==> config.mk <==
export PLATFORM = sky130hd
export DESIGN_NAME = kernel_loader
export DESIGN_NICKNAME = d
export VERILOG_FILES = /design/src/rtl/kernel_loader.sv
export SDC_FILE = /design/constraint.sdc
export NUM_CORES = 1
export LEC_CHECK = 0
export ABC_AREA = 1
export CAP_MARGIN = 30
export CORE_UTILIZATION = 45
export CTS_CLUSTER_SIZE = 14
export DETAILED_ROUTE_END_ITERATION = 7
export GPL_ROUTABILITY_DRIVEN = 0
export GPL_TIMING_DRIVEN = 0
export HOLD_SLACK_MARGIN = 0.1
export PLACE_DENSITY = 0.83
export SYNTH_ARGS = -nofsm -noshare
export SYNTH_HDL_FRONTEND = slang
export SYNTH_SLANG_ARGS = --single-unit
==> constraint.sdc <==
create_clock -name clk -period 3.6 [get_ports clk]
set_input_delay 0.36 -clock clk [delete_from_list [all_inputs] [get_ports clk]]
set_output_delay 0.36 -clock clk [all_outputs]
set_load 0.005 [all_outputs]
==> src/rtl/kernel_loader.sv <==
// kernel_loader: front-door writer for the classifier's kernel load port.
// Consumes a valid/ready stream of DW-bit words and turns each accepted word
// into one registered write into the conv1, conv2 and FC parameter memories.
// The order is fixed: conv1 kernels (90), conv1 offsets (18), conv2 kernels
// (1080), conv2 offsets (60), FC chunks (10 nodes x FC_WPN).
//
// Optional feature macro: LOADER_CHECKSUM_EN
//   When defined, a DW-bit wrapping sum of every accepted data word is kept.
//   One extra checksum word is accepted after the FC chunks. A mismatch sets
//   a sticky err that is cleared by the next start.
//   When undefined, there is no checksum word and err is tied 0.
//
// Ports:
//   clk, rst_n          clock, asynchronous active-low reset
//   start               begin a load sequence (honoured only when idle)
//   s_valid/s_ready     stream handshake; s_ready is high in load states only
//   s_data[DW]          stream word
//   kernel_in_valid     one-cycle write strobe
//   kernel_layer[2]     1=conv1, 2=conv2, 3=fc
//   kernel_is_offset    write targets the offset memory
//   kernel_addr[11]     memory index within the current section
//   kernel_data[DW]     kernel / FC chunk payload (0 on offset writes)
//   kernel_offset[OW]   offset payload (0 on kernel writes)
//   busy                sequence in progress
//   done                one-cycle completion pulse
//   err                 checksum mismatch (sticky)
module kernel_loader #(
    parameter int unsigned DW     = 25,
    parameter int unsigned OW     = 9,
    parameter int unsigned FC_WPN = 39
) (
    input  logic          clk,
    input  logic          rst_n,
    input  logic          start,
    input  logic          s_valid,
    output logic          s_ready,
    input  logic [DW-1:0] s_data,
    output logic          kernel_in_valid,
    output logic [1:0]    kernel_layer,
    output logic          kernel_is_offset,
    output logic [10:0]   kernel_addr,
    output logic [DW-1:0] kernel_data,
    output logic [OW-1:0] kernel_offset,
    output logic          busy,
    output logic          done,
    output logic          err
);

    localparam int unsigned AW    = 11;
    localparam int unsigned C1K_N = 90;
    localparam int unsigned C1B_N = 18;
    localparam int unsigned C2K_N = 1080;
    localparam int unsigned C2B_N = 60;
    localparam int unsigned FCW_N = 10 * FC_WPN;

`ifdef LOADER_CHECKSUM_EN
    typedef enum logic [2:0] {
        S_IDLE, S_C1K, S_C1B, S_C2K, S_C2B, S_FCW, S_CHK, S_FIN
    } state_e;
`else
    typedef enum logic [2:0] {
        S_IDLE, S_C1K, S_C1B, S_C2K, S_C2B, S_FCW, S_FIN
    } state_e;
`endif

    state_e          state_q, state_d;
    logic [AW-1:0]   idx_q, idx_d;
    logic            s_ready_q, s_ready_d;
    logic            valid_q, valid_d;
    logic [1:0]      layer_q, layer_d;
    logic            is_off_q, is_off_d;
    logic [AW-1:0]   addr_q, addr_d;
    logic [DW-1:0]   data_q, data_d;
    logic [OW-1:0]   offset_q, offset_d;
    logic            busy_q, busy_d;
    logic            done_q, done_d;
`ifdef LOADER_CHECKSUM_EN
    logic            err_q, err_d;
    logic [DW-1:0]   sum_q, sum_d;
`endif

    logic            accept;
    logic            in_load;
    logic [1:0]      cur_layer;
    logic            cur_off;
    logic [AW-1:0]   cur_last;
    state_e          cur_next;

    assign accept = s_valid && s_ready_q;

    // Per-section write attributes: target layer/memory, last index, successor.
    always_comb begin
        in_load   = 1'b0;
        cur_layer = 2'd0;
        cur_off   = 1'b0;
        cur_last  = '0;
        cur_next  = S_IDLE;
        case (state_q)
            S_C1K: begin
                in_load   = 1'b1;
                cur_layer = 2'd1;
                cur_last  = AW'(C1K_N - 1);
                cur_next  = S_C1B;
            end
            S_C1B: begin
                in_load   = 1'b1;
                cur_layer = 2'd1;
                cur_off   = 1'b1;
                cur_last  = AW'(C1B_N - 1);
                cur_next  = S_C2K;
            end
            S_C2K: begin
                in_load   = 1'b1;
                cur_layer = 2'd2;
                cur_last  = AW'(C2K_N - 1);
                cur_next  = S_C2B;
            end
            S_C2B: begin
                in_load   = 1'b1;
                cur_layer = 2'd2;
                cur_off   = 1'b1;
                cur_last  = AW'(C2B_N - 1);
                cur_next  = S_FCW;
            end
            S_FCW: begin
                in_load   = 1'b1;
                cur_layer = 2'd3;
                cur_last  = AW'(FCW_N - 1);
`ifdef LOADER_CHECKSUM_EN
                cur_next  = S_CHK;
`else
                cur_next  = S_FIN;
`endif
            end
            default: ;
        endcase
    end

    // Next state, index and registered write fields.
    always_comb begin
        state_d  = state_q;
        idx_d    = idx_q;
        valid_d  = 1'b0;
        layer_d  = 2'd0;
        is_off_d = 1'b0;
        addr_d   = '0;
        data_d   = '0;
        offset_d = '0;
`ifdef LOADER_CHECKSUM_EN
        err_d    = err_q;
        sum_d    = sum_q;
`endif
        case (state_q)
            S_IDLE: begin
                if (start) begin
                    state_d = S_C1K;
                    idx_d   = '0;
`ifdef LOADER_CHECKSUM_EN
                    err_d   = 1'b0;
                    sum_d   = '0;
`endif
                end
            end
            S_FIN: state_d = S_IDLE;
`ifdef LOADER_CHECKSUM_EN
            S_CHK: begin
                if (accept) begin
                    err_d   = (s_data != sum_q);
                    state_d = S_FIN;
                end
            end
`endif
            default: begin
                if (in_load && accept) begin
                    valid_d  = 1'b1;
                    layer_d  = cur_layer;
                    is_off_d = cur_off;
                    addr_d   = idx_q;
                    if (cur_off) begin
                        offset_d = s_data[OW-1:0];
                    end else begin
                        data_d   = s_data;
                    end
`ifdef LOADER_CHECKSUM_EN
                    sum_d    = sum_q + s_data;
`endif
                    if (idx_q == cur_last) begin
                        state_d = cur_next;
                        idx_d   = '0;
                    end else begin
                        idx_d   = idx_q + AW'(1);
                    end
                end
            end
        endcase
        // Status flags follow the state being entered so they line up with it.
        busy_d    = (state_d != S_IDLE);
        s_ready_d = (state_d != S_IDLE) && (state_d != S_FIN);
        done_d    = (state_d == S_FIN);
    end

    // State and output registers.
    always_ff @(posedge clk or negedge rst_n) begin
        if (!rst_n) begin
            state_q   <= S_IDLE;
            idx_q     <= '0;
            s_ready_q <= 1'b0;
            valid_q   <= 1'b0;
            layer_q   <= 2'd0;
            is_off_q  <= 1'b0;
            addr_q    <= '0;
            data_q    <= '0;
            offset_q  <= '0;
            busy_q    <= 1'b0;
            done_q    <= 1'b0;
`ifdef LOADER_CHECKSUM_EN
            err_q     <= 1'b0;
            sum_q     <= '0;
`endif
        end else begin
            state_q   <= state_d;
            idx_q     <= idx_d;
            s_ready_q <= s_ready_d;
            valid_q   <= valid_d;
            layer_q   <= layer_d;
            is_off_q  <= is_off_d;
            addr_q    <= addr_d;
            data_q    <= data_d;
            offset_q  <= offset_d;
            busy_q    <= busy_d;
            done_q    <= done_d;
`ifdef LOADER_CHECKSUM_EN
            err_q     <= err_d;
            sum_q     <= sum_d;
`endif
        end
    end

    assign s_ready          = s_ready_q;
    assign kernel_in_valid  = valid_q;
    assign kernel_layer     = layer_q;
    assign kernel_is_offset = is_off_q;
    assign kernel_addr      = addr_q;
    assign kernel_data      = data_q;
    assign kernel_offset    = offset_q;
    assign busy             = busy_q;
    assign done             = done_q;
`ifdef LOADER_CHECKSUM_EN
    assign err              = err_q;
`else
    assign err              = 1'b0;
`endif

endmodule

==> results.toml, run 1 <==
[outcome]
status = "finished clean"

[critical_path]
path_common_cell = "nand2_1"
cp_num_buf_inv = 3
crit_slowest_cell = "dfrtp_1"
cp_num_cells = 15
cp-start-kind = "flip-flop"
ff2ff_path_depth = 15
critPathMaxFanout = 10
crit_required_ns = 3.83
reg2reg_slack_ns = 1.42
crit_path_end_kind = "flip-flop"
cp_cell_sequence = "inv_4, ha_1, nand2_4, buf_6, nand2_1, nand2_1, nand2_1, inv_2, nand2_4, nor2_8, nand3_2, nand2_1, nand3_2, o21ai_1, nand2_1"
path_delay_family = "simple AND/OR/NAND/NOR gates"
arrival_ns = 2.41
crit_type = "reg2reg"
slowest_delay_ns = 0.48

[routing]
firstDrtPassIters = 4
ant_nets = 0
drc = 0
wirelength_um = 6200
viasPerCell = 4.970
wl_per_cell_um = 13.22
via_count = 2331
drt_iter0_drc = 100

[synth]
synth_edf_count = 0
ys_seq_area_share_pct = 58.20
syn_inst = 297
yosysTopAreaCellShare_pct = 58.20
synth_ff_type = "dfrtp_1"
synthMuxAreaShare_pct = 0
yosys.cell_count.top_type = "dfrtp_1"
synth_top_family_by_area = "simple AND/OR/NAND/NOR gates"
synth_largest_area_cell = "dfrtp_1"
syn_nets = 329
synthDistinctLibCells = 38
synth-seq-cells = 66
synthArstFlopShare_pct = 100.0
yosys-top-cells-area = "dfrtp_1 (58%), nand2_1 (8.2%), nor2_1 (6.1%)"
synthTopCellsByCount = "dfrtp_1 (66), nand2_1 (62), nor2_1 (46), inv_1 (24), nand3_1 (14)"
synthAdderAreaFrac_pct = 1.323
ys_warn_count = 0
avgSynthCellArea_um2 = 9.555
synth-xor-area-share_pct = 1.543
synth_area_um2 = 2838
synth_simple_gate_area_share_pct = 27.91
synth_compound_area_share_pct = 4.101

[layout]
antenna_cells = 0
fin_util_pct = 65.54
drive_gt1_share_pct = 13.71
area_delta_synth_final_pct = 38.36
fin_nets = 422
final_area_um2 = 3926

[floorplan]
start_util_pct = 47.37
die_w_um = 81.41
design.die.area_um2 = 6628
ioPinCount = 82
die_h_um = 81.41
core_area_um2 = 5991
rows = 28

[sta]
fmax_ghz = 0.4579
hold_viol = 0
tns_ns = 0
setup_viol = 0
fin_crit_ns = 2.184
min_period_over_period_pct = 60.67
skew_ns = 0.008910
max_slew.worst_pin.slew_ns = 0.5544
rsz0062_at_grt = "false"
slew_violations = 0
slew_headroom_pct = 63.04

[clock_network]
root_buffer = "clkbuf_8"
insertion_delay_ns = 0.33
cts-buffers-inserted = 9
tritoncts = "built"
clock_sinks = 66
cts_htree_levels = 3
post_cts_buffers = 0
postCtsHoldBufs = 1
cts.path.max_buffers = 2
ctsResizeCount = 0
clk_pin_slew_ns = 0.07

[grt]
gr-usage-all-layers_pct = 19.94
grt_antenna_before_repair = 0
grt-ovfl-total = 0
grt_pass1_vias = 2141
grt_pass1_wl_um = 9846
grt_max_degree = 44

[pwr]
powerDensity_nw_per_um2 = 791.2
vdd_drop_max_v = 0.0003951
p_total_uw = 3106
leakage_uw = 0.001952

[placement]
port_buffers = 80
dpl.hpwl_um = 4550
post_dp_cell_area_um2 = 3747

[hold_path]
hp-class = "in2async"

[run]
max-cap-violations = 0
[registers in the layout (all words and copies together) (netlist names)]
signal / count
kernel_is_offset: 1
kernel_addr: 11
s_ready: 1
kernel_in_valid: 1
kernel_offset: 9
done: 1
busy: 1
kernel_data: 25
idx_q: 11
kernel_layer: 2
state_q: 3
[metrics by stage]
step / hold WS [ns] / setup WS, ns / std cells
after global routing: 0.5457 / 1.211 / 469
after floorplan: 0.06441 / 1.589 / 297
after global placement: 0.5581 / 0.1507 / 452
after CTS: 0.5418 / 1.402 / 469
final: 0.5504 / 1.416 / 469
after detailed placement: 0.3787 / 1.417 / 453
[final cells by class]
class | count | area, µm²
inverter | 35 | 135.1
buffer | 9 | 57.56
tap | 75 | 93.84
sequential | 66 | 1652
timing repair buffer | 82 | 825.8
multi-input combinational | 187 | 993.5
clock buffer | 10 | 137.6
fill | 445 | 2064
clock inverter | 5 | 31.28
[placed cells by master, fill, tap and decap left out, drive strengths merged, types with 2 or more instances in the layout]
cell type and count:
o21a 3, dfrtp 66, inv 33, a21oi 3, nor3 14, nand4 6, nand2 68, o22ai 2
xor2 5, nor2 50, clkinv 6, ha 3, nand3 21, clkdlybuf4s50 79, clkbuf 12, o21ai 6
buf 9
[cells by family (layout without fill, tap and decap cells)]
kind of cell | count (synthesis) | count (layout)
flip-flops | 66 | 66
AND/OR/NAND/NOR | 161 | 161
AO/OA/AOI/OAI | 17 | 17
XOR/XNOR | 5 | 5
buffers and inverters | 44 | 141
other | 1 | 1
adder cells (fa/ha/maj) | 3 | 3
[metal layers]
metal,up-vias,global-route usage [%],part of all wire (%)
li1,1120,-,-
met1,1117,24.80,43
met2,85,33.42,48
met3,9,5.333,7.3
met4,0,6.964,0.95
met5,-,0,0
[path summary, 6_finish.rpt]
check                           start         endpoint
min                             rst_n  kernel_data[15]
min reg2reg                  idx_q[9]   kernel_addr[9]
max                        state_q[1]          s_ready
max reg2reg                state_q[1]          s_ready
max in group asynchronous       rst_n  kernel_data[13]
min in group clk           s_data[12]  kernel_data[12]
[power breakdown]
part,switching [µW],internal (µW)
sequential,134,952
combinational,850,636
clock,272,262
total,1260,1850
No activity file was read; power rests on OpenSTA's default activity.
==> inputs of run 2 (changes only) <==
Settings changed: CORE_UTILIZATION 45 to 43.
Clock period 3.6 ns to 1.9 ns, I/O delays scaled along.
==> results.toml, run 2 (synthesis gave the netlist of run 1 again) <==
[grt]
grt-ovfl-total = 0
grt_pass1_vias = 2533
grt_antenna_before_repair = 0
grt_busiest_layer = "met2"
gr-usage-all-layers_pct = 22.96
grt_max_degree = 35
grtUsageMet3_pct = 5.765
grt_use_met2_pct = 40.54
grt_pass1_wl_um = 12400
use_met1_pct = 27.16

[floorplan]
ioPinCount = 82
die_w_um = 83.24
core_area_um2 = 6350
design.die.area_um2 = 6928
rows = 29
die_h_um = 83.24
start_util_pct = 44.69

[placement]
post-place-ws_ns = -0.2023
post_dp_cell_area_um2 = 3764
port_buffers = 80
dpl.hpwl_um = 5001
placed_cells = 455

[pwr]
p_comb_share_pct = 52.6
leakage_uw = 0.002135
netSwitchingPower_uw = 3008
seqPwrFrac_pct = 29.0
pwr-share-clk_pct = 18.4
vdd_drop_max_v = 0.001022
intPower_uw = 4227
swShare_pct = 41.58
powerDensity_nw_per_um2 = 1668
p_total_uw = 7236

[routing]
wirelength_um = 8821
viasPerCell = 5.408
wl_per_cell_um = 17.75
firstDrtPassIters = 6
ant_nets = 0
via_count = 2688
drt_iter0_drc = 178
drc = 0

[clock_network]
tritoncts = "built"
clock_sinks = 66
clk_pin_slew_ns = 0.07
root_buffer = "clkbuf_8"
cts.path.max_buffers = 2
cts_htree_levels = 3
cts-buffers-inserted = 9
insertion_delay_ns = 0.34

[sta]
rsz0062_at_grt = "true"
hold_viol = 0
slew_headroom_pct = 46.98
fin_crit_ns = 2.097
setup_viol = 26
whs_ns = 0.3742
fin_ws_ns = -0.1967
max_slew.worst_pin.slew_ns = 0.7953
skew_ns = 0.01149
fmax_ghz = 0.4769
min_period_over_period_pct = 110.4
slew_violations = 0

[critical_path]
slowest_delay_ns = 0.46
crit_path_end_kind = "flip-flop"
cp-start-kind = "flip-flop"
ff2ff_path_depth = 13
arrival_ns = 2.33
crit-reg2reg-capture = "s_ready"
rr_startpoint = "state_q[1]"
crit_slowest_cell = "dfrtp_2"
path_common_cell = "nand2_1"
crit_type = "reg2reg"
critPathMaxFanout = 6
crit_required_ns = 2.13
reg2reg_slack_ns = -0.20
cp_cell_sequence = "clkinv_4, buf_4, nand3_2, nand2_1, nand2_1, nor3_2, nand2_2, nor2_8, nand3_4, nand2_4, nand3_4, o21ai_2, nand2_1"

[layout]
layout_commonest_cell = "clkdlybuf4s50_1"
largest_reg_flops = 25
stdcell_count = 497
final_area_um2 = 4338
fin_nets = 447
area_delta_synth_final_pct = 52.87
antenna_cells = 0
drive_gt1_share_pct = 24.29
layout_common_cells = "clkdlybuf4s50_1 (79), dfrtp_1 (64), nand2_1 (54)"

[hold_path]
hp-class = "in2reg"
worstHoldPathCells = 3
min_from = "s_data[16]"
min_to = "kernel_data[16]"

[outcome]
status = "complete, but fails checks"
violations = "negative setup slack"

[run]
max-cap-violations = 0
-- run 2: changes by cell type in the layout (fill, tap and decap cells not counted), moves of 3 or more --
cell	change
buf_4	+27
nand2_4	+5
nor3_2	+3
clkinv_4	+3
buf_2	-3
nand2_1	-8
nor3_1	-3
clkbuf_4	+3
nand2_2	+3
nand3_4	+3
-- run 2: stage by stage --
stage | utilization (%) | TNS, ns
final | 68.32 | -2.176
after global routing | 68.32 | -4.036
after CTS | 65.02 | -0.06209
after detailed placement | 59.27 | -5.247
after global placement | 59.03 | -90.65
after floorplan | - | 0
-- run 2: worst max-delay path: cells and delay by family (launching register included) --
family / cells / cell delay (ns)
AND/OR/NAND/NOR: 10 / 1.14
flip-flops: 1 / 0.46
buffers and inverters: 2 / 0.21
AO/OA/AOI/OAI: 1 / 0.15
-- run 2: repair_timing --
item,4_1_cts,5_1_grt
buffers inserted,11,14
hold buffers,1,0
endpoints found under the setup margin,41,55
endpoints found under the hold margin,33,0
gates resized for setup,13,29
pin swaps,12,11
-- run 2: routing by layer --
layer	up-vias	part of all wire [%]	wire length, µm
li1	1163	-	-
met1	1302	35	3108
met2	176	51	4531
met3	47	8.8	774
met4	0	4.6	406
met5	-	0	0
-- run 2: cell type report --
| type | count | area, µm² |
|---|---|---|
| inverter | 35 | 142.6 |
| clock buffer | 10 | 137.6 |
| fill | 387 | 2012 |
| timing repair buffer | 107 | 1013 |
| multi-input combinational | 187 | 1131 |
| tap | 77 | 96.34 |
| buffer | 9 | 72.57 |
| clock inverter | 6 | 90.09 |
| sequential | 66 | 1654 |
-- run 2: worst max-delay path by stage --
stage / slack (ns) / cells after the start / from / to
floorplan: 0.01 / 15 / state_q[1] / s_ready
global placement: -1.54 / 1 / rst_n / state_q[1]
detailed placement: -0.20 / 7 / state_q[2] / kernel_layer[1]
CTS: -0.06 / 15 / state_q[1] / s_ready
global route: -0.27 / 15 / state_q[1] / s_ready
finish: -0.20 / 13 / state_q[1] / s_ready
-- run 2: power by group through the flow --
stage                     sequential (µW)  combinational (µW)  clock, µW
after global routing                 2130                4060       1400
after detailed placement             2080                2860          0
after CTS                            2060                3200       1330
after floorplan                      2070                1830          0
after global placement               2060                2780          0
final                                2100                3810       1330
==> inputs of run 3 (changes only) <==
--- a/config.mk
+++ b/config.mk
@@ -7,5 +7,4 @@
 export LEC_CHECK = 0
 export ABC_AREA = 1
-export CAP_MARGIN = 30
 export CORE_UTILIZATION = 43
 export CTS_CLUSTER_SIZE = 14
==> constraint.sdc (replaced) <==
create_clock -name clk -period 1.9 [get_ports clk]
set_input_delay 0.19 -clock clk [delete_from_list [all_inputs] [get_ports clk]]
set_output_delay 0.19 -clock clk [all_outputs]
set_load 0.05 [all_outputs]
==> results.toml, run 3 (synthesis gave the netlist of run 1 again) <==
[sta]
fin_crit_ns = 2.097
hold_viol = 0
whs_ns = 0.3742
tns_ns = -2.176
skew_ns = 0.01149
fin_ws_ns = -0.1967
setup_viol = 26
rsz0062_at_grt = "true"
fmax_ghz = 0.4769
max_slew.worst_pin.slew_ns = 0.7953
slew_violations = 0
slew_headroom_pct = 46.98
min_period_over_period_pct = 110.4

[critical_path]
ff2ff_path_depth = 13
crit_path_end_kind = "flip-flop"
path_common_cell = "nand2_1"
cp_cell_sequence = "clkinv_4, buf_4, nand3_2, nand2_1, nand2_1, nor3_2, nand2_2, nor2_8, nand3_4, nand2_4, nand3_4, o21ai_2, nand2_1"
path_delay_family = "simple AND/OR/NAND/NOR gates"
arrival_ns = 2.33
endpoint = "s_ready"
slowest_delay_ns = 0.46
critPathMaxFanout = 6
rr_startpoint = "state_q[1]"
crit-reg2reg-capture = "s_ready"
cp-start-kind = "flip-flop"
startpoint = "state_q[1]"
cp_num_cells = 13
crit_slowest_cell = "dfrtp_2"
reg2reg_slack_ns = -0.20
crit_required_ns = 2.13
crit_type = "reg2reg"
cp_num_buf_inv = 2

[clock_network]
cts_htree_levels = 3
clock_sinks = 66
root_buffer = "clkbuf_8"
tritoncts = "built"
insertion_delay_ns = 0.34
cts-buffers-inserted = 9
clk_pin_slew_ns = 0.07
cts.path.max_buffers = 2

[routing]
firstDrtPassIters = 6
ant_nets = 0
wl_per_cell_um = 17.75
via_count = 2688
drc = 0
drt_iter0_drc = 178
wirelength_um = 8821
viasPerCell = 5.408

[floorplan]
core_area_um2 = 6350
ioPinCount = 82
die_h_um = 83.24
design.die.area_um2 = 6928
die_w_um = 83.24
rows = 29
start_util_pct = 44.69

[layout]
regArea_um2 = 1654
stdcell_count = 497
final_area_um2 = 4338
antenna_cells = 0
drive_gt1_share_pct = 24.29
fin_nets = 447
layout_commonest_cell = "clkdlybuf4s50_1"
layout_common_cells = "clkdlybuf4s50_1 (79), dfrtp_1 (64), nand2_1 (54)"
largest_reg_flops = 25
fill_cells = 387
multiInputGateArea_um2 = 1131
area_delta_synth_final_pct = 52.87

[pwr]
p_comb_share_pct = 57.9
p_total_uw = 8154
pwr-share-clk_pct = 16.3
powerDensity_nw_per_um2 = 1880
netSwitchingPower_uw = 3926
seqPwrFrac_pct = 25.7
vdd_drop_max_v = 0.001234
swShare_pct = 48.15
intPower_uw = 4228
leakage_uw = 0.002135

[grt]
grt_pass1_vias = 2533
gr-usage-all-layers_pct = 22.96
grt_pass1_wl_um = 12400
grt-ovfl-total = 0
grt_max_degree = 35
grt_antenna_before_repair = 0

[placement]
dpl.hpwl_um = 5001
post_dp_cell_area_um2 = 3764
placed_cells = 455
port_buffers = 80

[run]
max-cap-violations = 0

[hold_path]
hp-class = "in2reg"
worstHoldPathCells = 3

[outcome]
status = "complete, but fails checks"
violations = "negative setup slack"
## run 3: cell counts in the layout (fill, tap and decap cells not counted)
Identical to the previous run, type by type.
## run 3: through the flow
stage / utilization (%) / setup slack (ns)
2_1_floorplan: - / 0.01410
3_3_place_gp: 59.03 / -1.545
3_5_place_dp: 59.27 / -0.2023
4_1_cts: 65.02 / -0.06209
5_1_grt: 68.32 / -0.2666
6_report: 68.32 / -0.1967
## run 3: power by group through the flow
stage / clock (µW) / combinational [µW] / sequential (µW)
3_5_place_dp: 0 / 3780 / 2080
3_3_place_gp: 0 / 3700 / 2060
4_1_cts: 1330 / 4120 / 2060
6_report: 1330 / 4730 / 2100
2_1_floorplan: 0 / 1840 / 2970
5_1_grt: 1400 / 4970 / 2130
## run 3: how the worst min path moves through the flow
stage	slack [ns]	end	from
2_1_floorplan	-0.11	busy	rst_n
3_3_place_gp	0.55	idx_q[9]	idx_q[9]
3_5_place_dp	0.30	kernel_data[3]	rst_n
4_1_cts	0.37	kernel_data[16]	s_data[16]
5_1_grt	0.38	kernel_data[16]	s_data[16]
6_report	0.37	kernel_data[16]	s_data[16]
## run 3: layout make-up
type                            count  share of cell area, %
Sequential cell                    66                  38.13
Multi-Input combinational cell    187                  26.07
Timing Repair Buffer              107                  23.36
Inverter                           35                  3.288
Clock buffer                       10                  3.173
Tap cell                           77                  2.221
Clock inverter                      6                  2.077
Buffer                              9                  1.673
## run 3: tightest hold or removal path: cells and delay by family
family	cells	cell delay, ns
and+or+nand+nor	2	0.10
buffers and inverters	1	0.39
## run 3: per-layer routing
| metal | vias up | wire length (µm) | track usage, % |
|---|---|---|---|
| li1 | 1163 | - | - |
| met3 | 47 | 774 | 5.765 |
| met1 | 1302 | 3108 | 27.16 |
| met2 | 176 | 4531 | 40.54 |
| met4 | 0 | 406 | 7.837 |
| met5 | - | 0 | 0 |
## run 3: what timing repair did
action                     4_1_cts  5_1_grt
cloned                           0        0
resized for setup               13       29
setup buffers                   11       14
setup endpoints to repair       41       55
hold endpoints to repair        33        0
hold buffers                     1        0
pin swaps                       12       11
